<file path="src/rtl/loader_pkg.sv">
// -----------------------------------------------------------------------------
// loader_pkg
// Shared definitions for the program loader: FSM state encoding, byte/word
// geometry helpers and the byte-lane index width.
// -----------------------------------------------------------------------------
package loader_pkg;

  typedef enum logic [1:0] {
    IDLE  = 2'd0,
    LOAD  = 2'd1,
    WRITE = 2'd2,
    DONE  = 2'd3
  } state_e;

  localparam int BYTE_W = 8;

  // Geometry helpers so modules with a non-default WIDTH stay consistent.
  function automatic int bytes_per_word(input int width);
    return width / BYTE_W;
  endfunction

  function automatic int lane_idx_width(input int width);
    int n_bytes;
    n_bytes = width / BYTE_W;
    return (n_bytes > 1) ? $clog2(n_bytes) : 1;
  endfunction

  // Values for the default 32-bit instruction word.
  localparam int BYTES_PER_WORD = bytes_per_word(32);
  localparam int LANE_IDX_W     = lane_idx_width(32);

endpackage

</file>
<file path="src/rtl/word_assembler.sv">
// -----------------------------------------------------------------------------
// word_assembler
// Collects bytes into one little-endian word: byte k of the word lands in
// lane [8k+7:8k]. A clear empties the word (all lanes zero) and rewinds the
// lane index, so a partially filled word reads back with zero upper lanes.
//
// Ports:
//   clk       system clock
//   rst       asynchronous active-low reset
//   i_clear   empty the word and rewind the lane index (wins over i_accept)
//   i_accept  insert i_byte at the current lane and advance the index
//   i_byte    byte to insert
//   o_word    assembled word
//   o_last    current lane is the top lane of the word
//   o_empty   no byte collected yet
// -----------------------------------------------------------------------------
module word_assembler
  import loader_pkg::*;
#(
  parameter int WIDTH = 32
) (
  input  logic             clk,
  input  logic             rst,
  input  logic             i_clear,
  input  logic             i_accept,
  input  logic [7:0]       i_byte,
  output logic [WIDTH-1:0] o_word,
  output logic             o_last,
  output logic             o_empty
);

  localparam int BPW   = bytes_per_word(WIDTH);
  localparam int IDX_W = lane_idx_width(WIDTH);

  logic [WIDTH-1:0] r_word;
  logic [IDX_W-1:0] r_idx;

  // NOTE: state registers use non-blocking assignments so every flop samples
  // the pre-edge values of its inputs regardless of statement order.
  always_ff @(posedge clk or negedge rst) begin
    if (!rst) begin
      r_word <= '0;
      r_idx  <= '0;
    end else if (i_clear) begin
      r_word <= '0;
      r_idx  <= '0;
    end else if (i_accept) begin
      r_word[BYTE_W*r_idx +: BYTE_W] <= i_byte;
      r_idx                          <= r_idx + 1'b1;
    end
  end

  assign o_word  = r_word;
  assign o_last  = (r_idx == IDX_W'(BPW - 1));
  assign o_empty = (r_idx == '0);

endmodule

</file>
<file path="src/rtl/program_loader.sv">
// -----------------------------------------------------------------------------
// program_loader
// Feeds the RISC-V core's program memory from a narrow byte stream. Bytes are
// assembled into little-endian words and written to consecutive addresses
// starting at 0. The core is held in reset while a load is running and is
// released when the load completes.
//
// Ports:
//   clk         system clock
//   rst         asynchronous active-low reset
//   load_en     load window; a new load starts on its level from IDLE or on
//               a rising edge from DONE
//   byte_in     program byte, least-significant byte of each word first
//   byte_valid  byte_in valid this cycle
//   byte_ready  loader can accept a byte (LOAD state only)
//   mem_wen     program memory write strobe, one cycle per word
//   mem_wadd    program memory write address
//   mem_wdata   program memory write data
//   cpu_hold    core held in reset while a load is in progress
//   done        load complete; sticky until the next load starts
//   word_count  words written in the current or last load
// -----------------------------------------------------------------------------
module program_loader
  import loader_pkg::*;
#(
  parameter int WIDTH     = 32,
  parameter int ADD_WIDTH = 8,
  parameter int DEPTH     = 256
) (
  input  logic                 clk,
  input  logic                 rst,
  input  logic                 load_en,
  input  logic [7:0]           byte_in,
  input  logic                 byte_valid,
  output logic                 byte_ready,
  output logic                 mem_wen,
  output logic [ADD_WIDTH-1:0] mem_wadd,
  output logic [WIDTH-1:0]     mem_wdata,
  output logic                 cpu_hold,
  output logic                 done,
  output logic [ADD_WIDTH:0]   word_count
);

  localparam logic [ADD_WIDTH-1:0] LAST_ADDR = ADD_WIDTH'(DEPTH - 1);

  state_e                 r_state;
  state_e                 w_next_state;
  logic [ADD_WIDTH-1:0]   r_addr;
  logic [ADD_WIDTH:0]     r_word_count;
  logic                   r_load_en_q;

  logic                   w_byte_ready;
  logic                   w_accept;
  logic                   w_start;
  logic                   w_in_write;
  logic                   w_clear;
  logic                   w_last;
  logic                   w_empty;
  logic [WIDTH-1:0]       w_word;

  assign w_byte_ready = (r_state == LOAD);
  assign w_accept     = byte_valid & w_byte_ready & load_en;
  assign w_in_write   = (r_state == WRITE);

  // From DONE only a fresh 0->1 edge restarts, so a load_en level held over
  // from the finished load cannot immediately overwrite the program.
  assign w_start = ((r_state == IDLE) & load_en) |
                   ((r_state == DONE) & load_en & ~r_load_en_q);

  // The word is emptied when it has been written and when a load begins, so
  // a trailing partial word always carries zero upper lanes.
  assign w_clear = w_start | w_in_write;

  word_assembler #(
    .WIDTH (WIDTH)
  ) u_word_assembler (
    .clk      (clk),
    .rst      (rst),
    .i_clear  (w_clear),
    .i_accept (w_accept),
    .i_byte   (byte_in),
    .o_word   (w_word),
    .o_last   (w_last),
    .o_empty  (w_empty)
  );

  always_ff @(posedge clk or negedge rst) begin
    if (!rst) begin
      r_state <= IDLE;
    end else begin
      r_state <= w_next_state;
    end
  end

  // NOTE: the default assignment at the top keeps every path assigned, so no
  // latch is inferred for w_next_state.
  always_comb begin
    w_next_state = r_state;
    unique case (r_state)
      IDLE: begin
        if (load_en) w_next_state = LOAD;
      end
      LOAD: begin
        if (!load_en) begin
          w_next_state = w_empty ? DONE : WRITE;
        end else if (w_accept && w_last) begin
          w_next_state = WRITE;
        end
      end
      WRITE: begin
        // The top address always ends the load; the address never wraps.
        if ((r_addr == LAST_ADDR) || !load_en) begin
          w_next_state = DONE;
        end else begin
          w_next_state = LOAD;
        end
      end
      DONE: begin
        if (w_start) w_next_state = LOAD;
      end
      default: w_next_state = IDLE;
    endcase
  end

  always_ff @(posedge clk or negedge rst) begin
    if (!rst) begin
      r_addr       <= '0;
      r_word_count <= '0;
      r_load_en_q  <= 1'b0;
    end else begin
      r_load_en_q <= load_en;
      if (w_start) begin
        r_addr       <= '0;
        r_word_count <= '0;
      end else if (w_in_write) begin
        r_word_count <= r_word_count + 1'b1;
        if (w_next_state == LOAD) r_addr <= r_addr + 1'b1;
      end
    end
  end

  assign byte_ready = w_byte_ready;
  assign mem_wen    = w_in_write;
  assign mem_wadd   = r_addr;
  assign mem_wdata  = w_word;
  assign cpu_hold   = (r_state == LOAD) | (r_state == WRITE);
  assign done       = (r_state == DONE);
  assign word_count = r_word_count;

endmodule

</file>
<file path="config.mk">
export PLATFORM = sky130hd
export DESIGN_NAME = program_loader
export DESIGN_NICKNAME = d
export VERILOG_FILES = /design/src/rtl/loader_pkg.sv /design/src/rtl/word_assembler.sv /design/src/rtl/program_loader.sv
export SDC_FILE = /design/constraint.sdc
export NUM_CORES = 1
export LEC_CHECK = 0
export ABC_CLOCK_PERIOD_IN_PS = 3800
export CELL_PAD_IN_SITES_DETAIL_PLACEMENT = 0
export CELL_PAD_IN_SITES_GLOBAL_PLACEMENT = 1
export CORE_UTILIZATION = 40
export DETAILED_ROUTE_END_ITERATION = 8
export PLACE_DENSITY = 0.82
export SYNTH_ARGS = -nofsm -noshare
export SYNTH_HDL_FRONTEND = slang
export SYNTH_SLANG_ARGS = --single-unit
export TNS_END_PERCENT = 100
</file>
<file path="constraint.sdc">
create_clock -name clk -period 3.8 [get_ports clk]
set_input_delay 0.38 -clock clk [delete_from_list [all_inputs] [get_ports clk]]
set_output_delay 0.38 -clock clk [all_outputs]
set_load 0.01 [all_outputs]
</file>
==> impl_metrics.ini <==
[drt]
wirelength_um = 6234
drt_first_pass_iters = 4
viasPerCell = 5.347
drt_iter0_markers = 105
drt_drc_violations_left = 0
detail-route-antenna-nets = 0
wire_per_inst_um = 15.13
via_count = 2203

[die]
die_area_um2 = 6900
die_x_um = 83.07
io_pins = 65
die_y_um = 83.07
rows = 29
start_util_pct = 41.40
core_area_um2 = 6350

[synth]
synthesis.nets = 298
synthTopCellsByArea = dfrtp_1, a21oi_1, ha_1
yosys_warnings = 0
synth_top_cell_area_share_pct = 51.40
synth_top_area_cell = dfrtp_1
synth.most_common_cell = dfrtp_1
synth-main-ff-cell = dfrtp_1
async_flop_share_pct = 100.0
syn_inst = 273
ys_seq_area_share_pct = 51.40
synth_edf_count = 0
ys_types = 40
synth-seq-cells = 54
syn_avg_cell_area_um2 = 9.629
syn_area_um2 = 2629
synth_commonest_cells = dfrtp_1, nand2_1, a21oi_1, nand3_1, nor2_1

[placement]
postPlaceCellArea_um2 = 3321
finalWeightedCongestion = 0.8002
dp_hpwl_um = 4390
port-buffer-count = 64

[cts]
clock_path_buffers = 2
htreeDepth = 2
cts_root_buf = clkbuf_8
postCtsHoldBufs = 1
clock-sinks = 54
clock_latency_ns = 0.30
numCtsBuffers = 5
cts_tree = yes
cts-resized-gates = 0
clk_pin_slew_worst_paths_ns = 0.09
post_cts_buffers = 0

[finish]
finalInstanceArea_um2 = 3443
layout.nets = 360
drive_above_1_share_pct = 4.179
syn_to_final_growth_pct = 30.99
fillers = 570
insertedDiodeCount = 0

[sta]
worstMarginPinSlew_ns = 0.6776
timing.fmax_mhz = 386.2
timing.setup.tns_ns = 0
setup_violations = 0
hold_viol_final = 0
slew_headroom_pct = 54.71
skew_ns = 0.009132
min_period_ns = 2.589
finalCritPeriodShare_pct = 68.14
rsz0062_at_grt = no
drv_slew = 0

[critical_path]
worst_path_max_delay_cell = a21oi_1
crit_family = compound AO/OA/AOI/OAI gates
critPathMaxStageDelay_ns = 0.60
required_ns = 4.04
end_kind = flop
path_max_fanout = 12
cp.arrival_ns = 2.83
start_kind = flop
path_class = flop to flop
critPathBufInv = 0
crit_chain = ha_1 > nor2b_1 > o21ai_0 > nand2b_1 > a21oi_1 > a22o_1

[run_status]
status = completed

[global_routing]
grt.overflow.total = 0
grt_max_degree = 53
grt_usage_pct = 19.28
grt_pass1_wl_um = 10830
grt_pass1_vias = 2236
antenna_found_initial = 0

[flow_run]
drv_cap = 0

[worst_hold_path]
hold_path.class = input port to asynchronous set/reset pin

[pwr]
leakage_nw = 1.446
ir_drop_v = 0.0003520
p_per_area_nw_per_um2 = 538.5
power breakdown:
part	total [mW]	leakage [nW]	switching, mW	internal (mW)
clock	0.389	0.0573	0.178	0.211
sequential	0.711	0.745	0.0704	0.641
combinational	0.754	0.643	0.455	0.299
total	1.85	1.45	0.703	1.15
cells in the final DEF (no fill, tap or decap), types with 2 or more instances in the layout:
cell / instances
buf_4: 3
inv_1: 8
nand4_1: 6
xor2_1: 4
mux2i_1: 2
nor2b_1: 2
xnor2_1: 3
o31ai_1: 4
ha_1: 13
o21ai_0: 6
or4_1: 4
nor2_1: 18
nand2_1: 38
nand2b_1: 3
or3_1: 4
a22o_1: 8
clkdlybuf4s50_1: 63
clkbuf_8: 6
nand3_1: 30
and3_1: 2
dfrtp_1: 54
a21oi_1: 34
and2_1: 3
path summary, 6_finish.rpt:
kind | from | cells after the start | end | slack, ns
worst max-delay path | r_state[0] | 6 | u_word_assembler.o_word[17] | 1.21
worst min-delay path | rst | 2 | word_count[5] | 0.40
worst max register to register | r_state[0] | 6 | u_word_assembler.o_word[17] | 1.21
worst min register to register | u_word_assembler.o_word[2] | 2 | u_word_assembler.o_word[2] | 0.52
max in group asynchronous | rst | 3 | r_load_en_q | 2.60
min in group clk | u_word_assembler.o_word[2] | 2 | u_word_assembler.o_word[2] | 0.52
metrics by stage:
step | power [mW] | hold slack [ns] | worst slack (ns) | std cells | utilization [%]
final | 1.854 | 0.3966 | 1.211 | 412 | 54.23
after global routing | 1.999 | 0.3931 | 0.9931 | 412 | 54.23
after CTS | 1.874 | 0.3844 | 1.271 | 412 | 54.23
after detailed placement | 1.480 | 0.1753 | 1.272 | 404 | 52.30
after global placement | 1.463 | 0.1715 | 1.327 | 404 | 52.30
after floorplan | 1.208 | 0.08441 | 1.604 | 273 | -
state kept, by name (all words and copies together) (netlist names):
signal and cells:
r_load_en_q 1, mem_wadd 8, r_state 2, word_count 9
u_word_assembler.o_word 32, u_word_assembler.r_idx 2
final cells by class:
| type | instances | area (um^2) | area share [%] |
|---|---|---|---|
| Sequential cell | 54 | 1351 | 39.24 |
| Multi-Input combinational cell | 197 | 1181 | 34.30 |
| Clock buffer | 6 | 82.58 | 2.398 |
| Timing Repair Buffer | 68 | 668.1 | 19.40 |
| Tap cell | 77 | 96.34 | 2.798 |
| Clock inverter | 1 | 30.03 | 0.8721 |
| Inverter | 9 | 33.78 | 0.9811 |
layer usage:
| metal | up-vias | GRT usage (%) | part of all wire (%) | wire length (um) |
|---|---|---|---|---|
| met5 | - | 0 | 0 | 0 |
| met4 | 0 | 4.389 | 0.61 | 38 |
| met3 | 4 | 3.380 | 4.0 | 247 |
| li1 | 1080 | - | - | - |
| met2 | 47 | 30.25 | 47 | 2934 |
| met1 | 1072 | 27.95 | 48 | 3014 |
logic make-up (layout without fill, tap and decap cells):
| kind of cell | count (synthesis) | after routing | share of synthesized area, % |
|---|---|---|---|
| AOI/OAI and AO/OA | 59 | 59 | 14.14 |
| DFF | 54 | 54 | 51.40 |
| buffers and inverters | 22 | 84 | 3.665 |
| muxes | 2 | 2 | 0.7616 |
| xor gates and xnor gates | 7 | 7 | 2.332 |
| adders and majority gates | 13 | 13 | 6.188 |
| and+or+nand+nor | 116 | 116 | 21.51 |
worst reg2reg max path, stage by stage, from the launching register on:
cell and delay, ns:
dfrtp_1 0.44, ha_1 0.28, nor2b_1 0.16, o21ai_0 0.42, nand2b_1 0.39, a21oi_1 0.60, a22o_1 0.24
Power figures use the tool's default switching activity.
